$ cat src/rtl/cache_pkg.sv
// Shared definitions for the stage-4 direct-mapped cache controller:
// memory opcodes and the controller state encoding.
package cache_pkg;

  localparam logic [5:0] OP_LW = 6'b100011;
  localparam logic [5:0] OP_SW = 6'b101011;

  typedef enum logic [1:0] {
    IDLE   = 2'd0,
    REFILL = 2'd1,
    WRITE  = 2'd2,
    RESP   = 2'd3
  } cache_state_e;

endpackage

$ cat src/rtl/cache_array.sv
// Direct-mapped tag/valid/data storage with a combinational lookup port
// and a single registered write port shared by refill and store updates.
module cache_array
  import cache_pkg::*;
#(
  parameter int WIDTH = 32,
  parameter int LINES = 4,
  parameter int WORDS = 4,
  parameter int TAG_W = 1,
  localparam int IDX_W = $clog2(LINES),
  localparam int OFF_W = $clog2(WORDS)
) (
  input  logic             clk,
  input  logic             rst,
  input  logic [IDX_W-1:0] rd_index,
  input  logic [OFF_W-1:0] rd_offset,
  input  logic [TAG_W-1:0] rd_tag,
  output logic             hit,
  output logic [WIDTH-1:0] rd_word,
  input  logic             word_we,
  input  logic [IDX_W-1:0] wr_index,
  input  logic [OFF_W-1:0] wr_offset,
  input  logic [WIDTH-1:0] wr_word,
  input  logic             line_inval,
  input  logic             line_fill,
  input  logic [TAG_W-1:0] fill_tag,
  input  logic             flush_all
);

  logic [LINES-1:0] valid_q;
  logic [TAG_W-1:0] tag_q  [LINES];
  logic [WIDTH-1:0] data_q [LINES*WORDS];

  // Only the valid bits are reset; tags and data are meaningless while invalid.
  always_ff @(posedge clk or negedge rst) begin
    if (!rst) begin
      valid_q <= '0;
    end else if (flush_all) begin
      valid_q <= '0;
    end else if (line_fill) begin
      valid_q[wr_index] <= 1'b1;
    end else if (line_inval) begin
      valid_q[wr_index] <= 1'b0;
    end
  end

  always_ff @(posedge clk) begin
    if (line_fill) begin
      tag_q[wr_index] <= fill_tag;
    end
    if (word_we) begin
      data_q[{wr_index, wr_offset}] <= wr_word;
    end
  end

  assign hit     = valid_q[rd_index] && (tag_q[rd_index] == rd_tag);
  assign rd_word = data_q[{rd_index, rd_offset}];

endmodule

$ cat src/rtl/fsm_step_4_cache_ctrl.sv
// Stage-4 load/store cache controller: direct-mapped, write-through,
// no write-allocate, full-line refill one word per memory ack.
module fsm_step_4_cache_ctrl
  import cache_pkg::*;
#(
  parameter int WIDTH  = 32,
  parameter int ADDR_W = 5,
  parameter int LINES  = 4,
  parameter int WORDS  = 4
) (
  input  logic              clk,
  input  logic              rst,
  input  logic [5:0]        opcode_step_4,
  input  logic              req_valid,
  input  logic [ADDR_W-1:0] addr,
  input  logic [WIDTH-1:0]  wdata,
  input  logic              flush,
  output logic              stall,
  output logic [WIDTH-1:0]  rdata,
  output logic              rdata_valid,
  output logic              mem_req,
  output logic              mem_we,
  output logic [ADDR_W-1:0] mem_addr,
  output logic [WIDTH-1:0]  mem_wdata,
  input  logic              mem_ack,
  input  logic [WIDTH-1:0]  mem_rdata,
  output cache_state_e      dbg_state
);

  localparam int IDX_W = $clog2(LINES);
  localparam int OFF_W = $clog2(WORDS);
  localparam int TAG_W = ADDR_W - IDX_W - OFF_W;

  // Handshake: mem_req/mem_we/mem_addr/mem_wdata come only from registered
  // state, so they hold steady until the cycle mem_ack is sampled high; an
  // ack outside REFILL/WRITE is never looked at.

  cache_state_e      state_q, state_d;
  logic [OFF_W-1:0]  cnt_q, cnt_d;
  logic [ADDR_W-1:0] req_addr_q, req_addr_d;
  logic [WIDTH-1:0]  req_wdata_q, req_wdata_d;
  logic [WIDTH-1:0]  rdata_d;
  logic              rdata_valid_d;

  logic              is_lw, is_sw;
  logic [ADDR_W-1:0] lk_addr;
  logic [TAG_W-1:0]  lk_tag;
  logic [IDX_W-1:0]  lk_index;
  logic [OFF_W-1:0]  lk_off;
  logic              hit;
  logic [WIDTH-1:0]  rd_word;

  logic              word_we, line_inval, line_fill, flush_all;
  logic [OFF_W-1:0]  wr_offset;
  logic [WIDTH-1:0]  wr_word;

  assign is_lw = req_valid && (opcode_step_4 == OP_LW);
  assign is_sw = req_valid && (opcode_step_4 == OP_SW);

  // Look up the incoming address while idle, the latched one while busy.
  assign lk_addr  = (state_q == IDLE) ? addr : req_addr_q;
  assign lk_tag   = lk_addr[ADDR_W-1 -: TAG_W];
  assign lk_index = lk_addr[OFF_W +: IDX_W];
  assign lk_off   = lk_addr[OFF_W-1:0];

  assign dbg_state = state_q;

  cache_array #(
    .WIDTH (WIDTH),
    .LINES (LINES),
    .WORDS (WORDS),
    .TAG_W (TAG_W)
  ) u_array (
    .clk        (clk),
    .rst        (rst),
    .rd_index   (lk_index),
    .rd_offset  (lk_off),
    .rd_tag     (lk_tag),
    .hit        (hit),
    .rd_word    (rd_word),
    .word_we    (word_we),
    .wr_index   (lk_index),
    .wr_offset  (wr_offset),
    .wr_word    (wr_word),
    .line_inval (line_inval),
    .line_fill  (line_fill),
    .fill_tag   (lk_tag),
    .flush_all  (flush_all)
  );

  always_ff @(posedge clk or negedge rst) begin
    if (!rst) begin
      state_q     <= IDLE;
      cnt_q       <= '0;
      req_addr_q  <= '0;
      req_wdata_q <= '0;
      rdata       <= '0;
      rdata_valid <= 1'b0;
    end else begin
      state_q     <= state_d;
      cnt_q       <= cnt_d;
      req_addr_q  <= req_addr_d;
      req_wdata_q <= req_wdata_d;
      rdata       <= rdata_d;
      rdata_valid <= rdata_valid_d;
    end
  end

  always_comb begin
    state_d       = state_q;
    cnt_d         = cnt_q;
    req_addr_d    = req_addr_q;
    req_wdata_d   = req_wdata_q;
    rdata_d       = rdata;
    rdata_valid_d = 1'b0;
    word_we       = 1'b0;
    wr_offset     = cnt_q;
    wr_word       = mem_rdata;
    line_inval    = 1'b0;
    line_fill     = 1'b0;
    flush_all     = 1'b0;
    stall         = 1'b0;
    mem_req       = 1'b0;
    mem_we        = 1'b0;
    mem_addr      = '0;
    mem_wdata     = '0;

    unique case (state_q)
      IDLE: begin
        if (is_lw && hit) begin
          rdata_d       = rd_word;
          rdata_valid_d = 1'b1;
        end else if (is_lw) begin
          // Drop the victim's valid bit up front so the line never looks
          // valid while only part of it has been refilled.
          stall      = 1'b1;
          req_addr_d = addr;
          cnt_d      = '0;
          line_inval = 1'b1;
          state_d    = REFILL;
        end else if (is_sw) begin
          stall       = 1'b1;
          req_addr_d  = addr;
          req_wdata_d = wdata;
          state_d     = WRITE;
        end else if (!req_valid && flush) begin
          flush_all = 1'b1;
        end
      end

      REFILL: begin
        stall    = 1'b1;
        mem_req  = 1'b1;
        mem_addr = {lk_tag, lk_index, cnt_q};
        if (mem_ack) begin
          word_we = 1'b1;
          cnt_d   = cnt_q + 1'b1;
          if (cnt_q == lk_off) begin
            rdata_d = mem_rdata;
          end
          if (cnt_q == OFF_W'(WORDS - 1)) begin
            line_fill     = 1'b1;
            rdata_valid_d = 1'b1;
            cnt_d         = '0;
            state_d       = RESP;
          end
        end
      end

      WRITE: begin
        stall     = 1'b1;
        mem_req   = 1'b1;
        mem_we    = 1'b1;
        mem_addr  = req_addr_q;
        mem_wdata = req_wdata_q;
        if (mem_ack) begin
          state_d = IDLE;
          if (hit) begin
            word_we   = 1'b1;
            wr_offset = lk_off;
            wr_word   = req_wdata_q;
          end
        end
      end

      RESP: begin
        stall   = 1'b1;
        state_d = IDLE;
      end

      default: state_d = IDLE;
    endcase
  end

endmodule
$ cat config.mk
export PLATFORM = sky130hd
export DESIGN_NAME = fsm_step_4_cache_ctrl
export DESIGN_NICKNAME = d
export VERILOG_FILES = /design/src/rtl/cache_pkg.sv /design/src/rtl/cache_array.sv /design/src/rtl/fsm_step_4_cache_ctrl.sv
export SDC_FILE = /design/constraint.sdc
export NUM_CORES = 1
export LEC_CHECK = 0
export CELL_PAD_IN_SITES_DETAIL_PLACEMENT = 0
export CELL_PAD_IN_SITES_GLOBAL_PLACEMENT = 1
export CORE_MARGIN = 2
export CORE_UTILIZATION = 54
export CTS_CLUSTER_SIZE = 28
export DETAILED_ROUTE_END_ITERATION = 8
export PLACE_DENSITY = 0.93
export SYNTH_ARGS = -nofsm -noshare
export SYNTH_HDL_FRONTEND = slang
export SYNTH_SLANG_ARGS = --single-unit
$ cat constraint.sdc
create_clock -name clk -period 10.2 [get_ports clk]
set_input_delay 1.53 -clock clk [delete_from_list [all_inputs] [get_ports clk]]
set_output_delay 1.53 -clock clk [all_outputs]
set_load 0.02 [all_outputs]
# --- After elaboration in Yosys (flattened, before gate mapping) ---
# Memory sizes are Yosys's and may differ from the RTL's.
# Cells that the tools add are included.
totals:
  wordCells: 112
  mem_count: 2
  regBits: 78
  output_inout_bits: 75
  mem_bits_rw: 516
  in_bits: 80
mem_list:
  columns: ["memory", "words", "word_bits", "rd", "rd_clocked_by_memory_dff", "write_ports", "line_no", "rtl"]
  rows:
  - ["u_array.data_q", 16, 32, 1, 0, 1, "cache_array.sv:32", "logic [WIDTH-1:0] data_q [LINES*WORDS];"]
  - ["u_array.tag_q", 4, 1, 1, 0, 1, "cache_array.sv:31", "logic [TAG_W-1:0] tag_q [LINES];"]
op_classes:
  muxes: 61
  bitwise: 5
  n_eq_ne: 16
  n_reduce_logical: 18
  n_lt_le_gt_ge: 2
  addsub: 1
ops:
  columns: ["cell", "n"]
  rows:
  - ["$mux W32", 7]
  - ["$pmux W32 S2", 1]
  - ["$mux W1", 26]
  - ["$mux W2", 13]
  - ["$mux W5", 3]
  - ["$eq A6 B6 Y1 const B", 2]
  - ["$mux W4", 3]
  - ["$ne A2 B2 Y1 const B", 6]
  - ["$reduce_and A4 Y1", 3]
  - ["$pmux W5 S2", 1]
  - ["$pmux W2 S4", 1]
  - ["$eq A2 B2 Y1 const B", 3]
  - ["$logic_and A1 B1 Y1", 6]
  - ["$pmux W1 S2", 3]
  - ["$reduce_and A5 Y1", 1]
  - ["$and A4 B4 Y4", 1]
  - ["$not A4 Y4", 1]
  - ["$or A4 B4 Y4", 1]
  - ["$pmux W2 S2", 1]
  - ["$reduce_bool A2 Y1", 2]
  - ["$lt A2 B3 Y1 const B", 1]
  - ["$ne A3 B3 Y1 const B", 1]
  - ["$reduce_and A3 Y1", 1]
  - ["$reduce_bool A3 Y1", 1]
  - ["13 further kinds", 14]

# --- Longest topological paths before layout ---
# Gate-level depths: netlist (run 1).
depth:
  ltp_word: 11
  ltp_mapped: 13
  mapped_depth_nobuf: 9

# --- By module ---
# A second synthesis (run 1) with hierarchy kept.
unflattened:
  hier_cells: 1167
  area_unflattened_um2: 23759.0
modules_own_cells:
  columns: ["mod", "area_per_inst_um2", "instances", "cells_each", "seq_area_each_um2"]
  rows:
  - ["cache_array", 19583.8, 1, 838, 15595.0]
  - ["fsm_step_4_cache_ctrl", 4175.3, 1, 329, 1851.8]

# --- Worst setup path after synthesis (run 1) ---
# No wires, ideal clock.
synth_path:
  path_kind: "input to register"
  start: "input port addr[3]"
  end: "memory u_array.data_q[7][0], enable pin"
  n_path_buf: 2
  arrival_time_ns: 4.721
  path_slack_ns: 5.057
  setup_ns: 0.421
  t_required_ns: 9.779
  cell_stages: 8
  cell_sequence: "clkbuf_1 > mux2_2 > or2_0 > o221a_2 > nor3_2 > buf_2 > mux2_2 > nor2_1"
synth_via:
  elab_chain_len: 9
  elab_cells_between_ends: 14
  cone_classes: "eq/ne: 1; mux: 11; reduce/logical: 1; memory: 1"
synth_lines:
  columns: ["element", "line_no", "rtl"]
  rows:
  - ["from (decl)", "fsm_step_4_cache_ctrl.sv:15", "input logic [ADDR_W-1:0] addr,"]
  - ["$mux W5 (*)", "fsm_step_4_cache_ctrl.sv:61", "assign lk_addr = (state_q == IDLE) ? addr : req_addr_q;"]
  - ["$mem_v2 Z4 W1 or $bmux W1 S2 (tied branches)", null, null]
  - ["$eq A1 B1 Y1 or $mux W1 (tied branches)", "cache_array.sv:56", "assign hit = valid_q[rd_index] && (tag_q[rd_index] == rd_tag);"]
  - ["$logic_and A1 B1 Y1", "cache_array.sv:56", null]
  - ["$mux W1", "fsm_step_4_cache_ctrl.sv:178", "if (hit) begin"]
  - ["$mux W1", "fsm_step_4_cache_ctrl.sv:176", "if (mem_ack) begin"]
  - ["$pmux W1 S2", "fsm_step_4_cache_ctrl.sv:128", "unique case (state_q)"]
  - ["$mux W1", "cache_array.sv:51", "if (word_we) begin"]
  - ["$mux W1 (not written as such)", "cache_array.sv:52", "data_q[{wr_index, wr_offset}] <= wr_word;"]
  - ["to (decl)", "cache_array.sv:32", null]
# Mark *: on every way between the ends. The rest lies on a longest branch, timed or not. The select of a mux whose other input is x is not followed.

# --- Worst setup path after layout (run 1) ---
layout_path:
  start: "input port addr[2]"
  end: "output port stall"
layout_via:
  elab_chain_len: 7
  elab_cells_between_ends: 9
  cone_classes: "eq/ne: 1; mux: 5; reduce/logical: 2; memory: 1"
layout_lines:
  columns: ["element", "line_no", "rtl"]
  rows:
  - ["$mux W5 (*)", "fsm_step_4_cache_ctrl.sv:61", null]
  - ["$mem_v2 Z4 W1 or $bmux W1 S2 (tied branches)", null, null]
  - ["$eq A1 B1 Y1 or $mux W1 (tied branches)", "cache_array.sv:56", null]
  - ["$logic_and A1 B1 Y1 (*)", "cache_array.sv:56", null]
  - ["$logic_and A1 B1 Y1 (*)", "fsm_step_4_cache_ctrl.sv:130", "if (is_lw && hit) begin"]
  - ["$mux W1 (*)", "fsm_step_4_cache_ctrl.sv:130", null]
  - ["$pmux W1 S2 (*)", "fsm_step_4_cache_ctrl.sv:128", null]
  - ["to (decl)", "fsm_step_4_cache_ctrl.sv:18", "output logic stall,"]
# Marks and branches as above.

==> results of run 1 <==
## flip-flops by register name, indices dropped and copies added (netlist names)
name	flops
u_array.tag_q	4
rdata_valid	1
rdata	32
cnt_q	2
req_wdata_q	32
u_array.data_q	512
req_addr_q	5
u_array.valid_q	4
dbg_state	2
## layout make-up
| type | count | share of cell area, % |
|---|---|---|
| clock buffers | 87 | 5.55 |
| well taps | 600 | 2.59 |
| clock inverters | 18 | 0.682 |
| repair buffers | 199 | 6.47 |
| inverters | 19 | 0.246 |
| flip-flops and latches | 594 | 60.2 |
| multi-input cells | 973 | 24.3 |
## per-layer routing
layer / track usage, % / vias to the layer above / part of all wire (%) / routed length (um)
li1: - / 6830 / - / -
met3: 5.11 / 137 / 11 / 6820
met5: 0 / - / 0 / 0
met1: 36.2 / 7982 / 38 / 24100
met4: 9.41 / 0 / 3.2 / 2010
met2: 43.1 / 967 / 48 / 30200
## through the flow
| step | instances | power [mW] | instance area, um2 | setup WS (ns) |
|---|---|---|---|---|
| after global placement | 2383 | 5.09 | 27200 | 4.35 |
| after detailed placement | 2383 | 5.15 | 27200 | 4.30 |
| final | 2490 | 7.17 | 29000 | 4.28 |
| after CTS | 2488 | 7.17 | 29000 | 4.30 |
| after floorplan | 1701 | 4.38 | 24900 | 5.06 |
| after global routing | 2490 | 7.45 | 29000 | 4.10 |
## cells by family (layout without fill, tap and decap cells)
kind of cell	Yosys count	in the layout	share of synthesized area, %
multiplexers	174	174	9.50
adder cells (fa/ha/maj)	5	5	0.252
buffers and inverters	134	323	2.23
XOR/XNOR	3	3	0.106
flip-flops	594	594	70.2
AO/OA/AOI/OAI	322	322	9.11
AND/OR/NAND/NOR	469	469	8.61
## final timing paths
kind / from / to / cells past startpoint
max: addr[2] / stall / 8
min: rdata[26] / rdata[26] / 1
max reg2reg: dbg_state[1] / u_array.data_q[15][8] / 10
min reg2reg: rdata[26] / rdata[26] / 1
max in group asynchronous: rst / rdata[17] / 2
min in group asynchronous: rst / rdata[4] / 1
## critical path, stage by stage
cell	delay, ns
clkdlybuf4s50_1	0.53
mux2i_2	0.44
mux2_2	0.41
and2_4	0.18
a221oi_4	0.36
nor3_1	0.12
o21ai_0	0.19
clkdlybuf4s50_1	0.64
## power groups by stage
| stage | clock network, mW | logic (mW) | registers, mW |
|---|---|---|---|
| floorplan | 0 | 1.39 | 2.99 |
| global placement | 0 | 2.14 | 2.95 |
| detailed placement | 0 | 2.20 | 2.95 |
| CTS | 2.06 | 2.21 | 2.90 |
| global route | 2.16 | 2.38 | 2.91 |
| finish | 2.05 | 2.22 | 2.90 |
## cell usage after synthesis (28+ instances only)
| cell | instances | area (um2) |
|---|---|---|
| a21oi_1 | 68 | 340 |
| edfxtp_1 | 516 | 15500 |
| clkbuf_1 | 75 | 282 |
| nand2_1 | 245 | 920 |
| mux4_2 | 42 | 946 |
| dfrtp_1 | 78 | 1950 |
| o21ai_0 | 55 | 275 |
| mux2i_1 | 70 | 701 |
| nand3_1 | 49 | 245 |
| a32oi_1 | 28 | 245 |
| and2_1 | 33 | 206 |
| buf_2 | 31 | 155 |
| mux2_2 | 57 | 642 |
| nor2_1 | 44 | 165 |
## layout by cell type (no fill, tap or decap), types with 10 or more instances in the layout
cell,netlist,routed
edfxtp_1,516,516
nand2_1,245,245
clkdlybuf4s50_1,0,153
dfrtp_1,78,78
mux2i_1,70,70
a21oi_1,68,67
mux2_2,57,57
clkbuf_16,0,57
nand3_1,49,49
o21ai_0,55,48
buf_4,1,46
mux4_2,42,42
and2_1,33,33
a32oi_1,28,27
nor2_1,44,26
nor3_1,26,26
nor2b_1,23,23
clkbuf_1,75,23
o22ai_1,21,21
inv_1,18,18
a22oi_1,18,17
nor2_4,0,17
a21o_1,17,16
nand2b_1,16,16
a221oi_1,12,12
o2bb2a_1,10,10
a21boi_0,10,10
a2111oi_0,10,10
a211oi_1,10,10
o2111ai_1,10,10
==> results.json, run 1 <==
{
  "io_buffers": 154,
  "netlist_instances": 1701,
  "fmax_ghz": 0.169,
  "antenna_cells": 0,
  "cts.sinks": 594,
  "synth_cell_types": 70,
  "nNetsFinal": 1928,
  "ys_seq_area_share_pct": 70.2,
  "crit_required_ns": 8.67,
  "rrSetupSlack_ns": 5.24,
  "status": "complete, no violations",
  "ff_latch_area_um2": 17400,
  "dr_total_vias": 15916,
  "drc": 0,
  "antenna_found_initial": 1,
  "vdd_drop_max_mv": 0.194,
  "hold_path.class": "register to register",
  "ant_nets": 0,
  "ctsHoldBuffers": 0,
  "wl_per_cell_um": 25.4,
  "grt_usage_pct": 26.6,
  "final_util_pct": 63.9,
  "path_class": "input pin to output pin",
  "maxCapViolations": 0,
  "routed_wl_um": 63200,
  "p_sw_mw": 2.33,
  "fin_skew_ns": 0.0165,
  "crit_fanout": 7,
  "syn_area_um2": 24900,
  "synth_nets": 1786,
  "grt_pass1_vias": 15850,
  "cts_max_level": 2,
  "setup_tns_ns": 0,
  "period_share_pct": 58.0,
  "hold_viol": 0,
  "powerDensity_nw_per_um2": 247,
  "netSwitchingFraction_pct": 32.5,
  "cts_tree": "built",
  "cp.arrival_ns": 4.39,
  "p_clk_share_pct": 28.5,
  "initial_core_util_pct": 54.8,
  "combPwrFrac_pct": 31.0,
  "ys_seq_elements": 594,
  "cts_buffers": 56,
  "setup_violations": 0,
  "synth_edf_count": 516,
  "tightest_slew_ns": 1.38,
  "rsz0062_at_grt": "no",
  "drive_gt1_share_pct": 14.1,
  "multiInputGateArea_um2": 7050,
  "cts.path.max_buffers": 3,
  "worstSkewPairLatency_ns": 0.61,
  "rows": 78,
  "cts_setup_buffers": 0,
  "grt_pass1_wl_um": 94600,
  "grt_start_max_net_pins": 72,
  "viasPerCell": 6.39,
  "die_w_um": 219,
  "slew-limit-headroom_pct": 7.42,
  "critPathLaunchType": "input pin",
  "drt-pass1-iter-count": 7,
  "slew_violations": 0,
  "ys_warn_count": 0,
  "die_y_um": 219,
  "io_pins": 155,
  "post-dp-hpwl_um": 35900,
  "power_leakage_nw": 9.93,
  "overflow": 0,
  "end_kind": "output pin",
  "root_buffer": "clkbuf_16",
  "die-area_um2": 47800,
  "intPower_mw": 4.84,
  "clk_pin_slew_ns": 0.06,
  "layout_min_cycle_time_ns": 5.92,
  "place_congestion": 0.841,
  "worst_hold_slack_ns": 0.480,
  "fillers": 3129,
  "area_delta_synth_final_pct": 16.7,
  "synth_flop_cell": "edfxtp_1",
  "cts.repair.resized": 0,
  "first_iter_violations": 1993,
  "synthArstFlopShare_pct": 13.1,
  "seqPwrFrac_pct": 40.5,
  "syn_area_per_cell_um2": 14.6,
  "core_um2": 45400
}
Power figures use the tool's default switching activity.
==> run 2: changes to the inputs <==
- CORE_UTILIZATION: 54 -> 50
- PLACE_DENSITY: 0.93 -> 0.88
- clock period: 10.2 -> 5.85 ns (I/O delays scaled with it)
==> run 2 against run 1 <==
Clock power up 86%. Combinational power up 79%. Sequential share of layout area down 0.88 points. Utilization down 3.9 points. Routed wire length up 4.4%. Largest cell class unchanged.
==> results.json, run 2 (same netlist as run 1, synthesis figures left out) <==
{
  "status": "complete, no violations",
  "final_util_pct": 60.0,
  "ff2ff_path_depth": 11,
  "slew-limit-headroom_pct": 25.2,
  "grt_pass1_vias": 16036,
  "first_iter_violations": 2044,
  "slew_violations": 0,
  "r2r_start": "dbg_state[0]",
  "placed_cells": 2463,
  "p_clk_share_pct": 29.7,
  "hold_viol": 0,
  "rsz0062_at_grt": "no",
  "antenna_found_initial": 0,
  "cp.arrival_ns": 3.89,
  "grt_usage_pct": 25.7,
  "die-area_um2": 51500,
  "cts.sinks": 594,
  "fillers": 3618,
  "path_class": "register to output pin",
  "dr_total_vias": 15894,
  "power_leakage_nw": 10.1,
  "end_kind": "output pin",
  "cts_setup_buffers": 0,
  "seqPwrFrac_pct": 39.4,
  "wl_per_cell_um": 25.7,
  "hold_path.class": "input pin to asynchronous set/reset pin",
  "layout.cells.most_common": "edfxtp_1",
  "area_delta_synth_final_pct": 18.4,
  "slowest_delay_ns": 0.63,
  "overflow": 0,
  "ctsHoldBuffers": 0,
  "p_sw_mw": 4.18,
  "netSwitchingFraction_pct": 32.5,
  "fmax_ghz": 0.210,
  "antenna_cells": 0,
  "r2r-end": "u_array.data_q[2][9]",
  "largest_reg_flops": 512,
  "multiInputGateArea_um2": 7050,
  "critPathLaunchType": "register",
  "core_um2": 49100,
  "layout_setup_ws_ns": 1.09,
  "die_y_um": 227,
  "intPower_mw": 8.67,
  "place_congestion": 0.841,
  "clk_pin_slew_ns": 0.06,
  "period_share_pct": 81.4,
  "reg_top3": "u_array.data_q (512), rdata (32), req_wdata_q (32)",
  "ff_latch_area_um2": 17400,
  "cts_max_level": 2,
  "preCtsSetupSlack_ns": 0.979,
  "cts_tree": "built",
  "io_pins": 155,
  "final_cell_mix": "516 x edfxtp_1, 245 x nand2_1, 153 x clkdlybuf4s50_1",
  "totalPowerFinal_mw": 12.9,
  "die_w_um": 227,
  "viasPerCell": 6.18,
  "vdd_drop_max_mv": 0.250,
  "slowest_stage": "clkdlybuf4s50_1",
  "critical_path_depth": 10,
  "tightest_slew_ns": 1.12,
  "crit_buf_inv": 3,
  "drt-pass1-iter-count": 7,
  "grt_start_max_net_pins": 53,
  "drc": 0,
  "crit_fanout": 22,
  "drive_gt1_share_pct": 15.4,
  "io_buffers": 154,
  "powerDensity_nw_per_um2": 437,
  "initial_core_util_pct": 50.7,
  "post-dp-hpwl_um": 39500,
  "grt_pass1_wl_um": 97300,
  "fin_skew_ns": 0.0153,
  "root_buffer": "clkbuf_16",
  "cpLargestDelayFamily": "buffers and inverters",
  "setup_tns_ns": 0,
  "layout_min_cycle_time_ns": 4.76,
  "ant_nets": 0,
  "crit_chain": "inv_1, ha_1, buf_4, mux2i_2, mux2_2, and2_4, a221oi_4, nor3_1, o21ai_0, clkdlybuf4s50_1",
  "combPwrFrac_pct": 30.9,
  "worstSkewPairLatency_ns": 0.60,
  "setup_violations": 0,
  "maxCapViolations": 0,
  "routed_wl_um": 66000,
  "cts.repair.resized": 0,
  "cts_buffers": 57,
  "nNetsFinal": 1943,
  "rrSetupSlack_ns": 1.44,
  "rows": 81,
  "cts.path.max_buffers": 3,
  "crit_required_ns": 4.97,
  "regMostFlops": "u_array.data_q",
  "fin_cells": 2570
}
[run 2: cell count changes in the layout (fill, tap and decap cells not counted), sizes merged]
cell      delta
clkinvlp     +3
bufinv       +4
inv          +1
clkinv       +6
clkbuf      -12
buf         +14
[run 2: worst max-delay path by stage]
| stage | startpoint | endpoint |
|---|---|---|
| final | dbg_state[0] | stall |
| after global routing | dbg_state[0] | stall |
| after CTS | dbg_state[0] | stall |
| after detailed placement | addr[2] | u_array.data_q[2][8] |
| after global placement | addr[2] | u_array.data_q[14][9] |
| after floorplan | dbg_state[1] | u_array.data_q[7][0] |
[run 2: power by group through the flow]
stage               logic (mW)  clock network, mW  registers (mW)
floorplan                 2.42                  0            5.21
global placement          3.85                  0            5.14
detailed placement        3.93                  0            5.15
CTS                       3.96               3.86            5.06
global route              4.26               4.01            5.08
finish                    3.97               3.82            5.06
[run 2: worst register-to-register path, delay by kind of cell (launching register included)]
kind / cells / cell delay, ns
mux: 3 / 1.57
simple gates: 3 / 0.92
buf+inv: 3 / 0.73
flops: 1 / 0.41
compound gates: 1 / 0.30
fa+ha+maj: 1 / 0.15
[run 2: stage by stage]
stage | cell area, um2 | hold WS, ns
final | 29400 | 0.195
after global routing | 29400 | 0.216
after detailed placement | 27500 | 0.465
after global placement | 27500 | 0.463
after CTS | 29400 | 0.193
after floorplan | 24900 | 0.490
[run 2: metal layers]
layer  up-vias  global-route usage (%)  wire length [um]  part of all wire [%]
met5         -                       0                 0                     0
met4         0                    9.32              1980                   3.0
met3       141                    4.12              5950                   9.0
met2       911                    42.9             32400                    49
met1      7990                    34.5             25700                    39
li1       6852                       -                 -                     -
[run 2: cell type report]
class | count | share of cell area (%)
repair buffers | 213 | 7.03
multi-input cells | 973 | 24.0
clock inverters | 32 | 1.28
flip-flops and latches | 594 | 59.3
inverters | 19 | 0.242
clock buffers | 75 | 5.39
well taps | 664 | 2.82
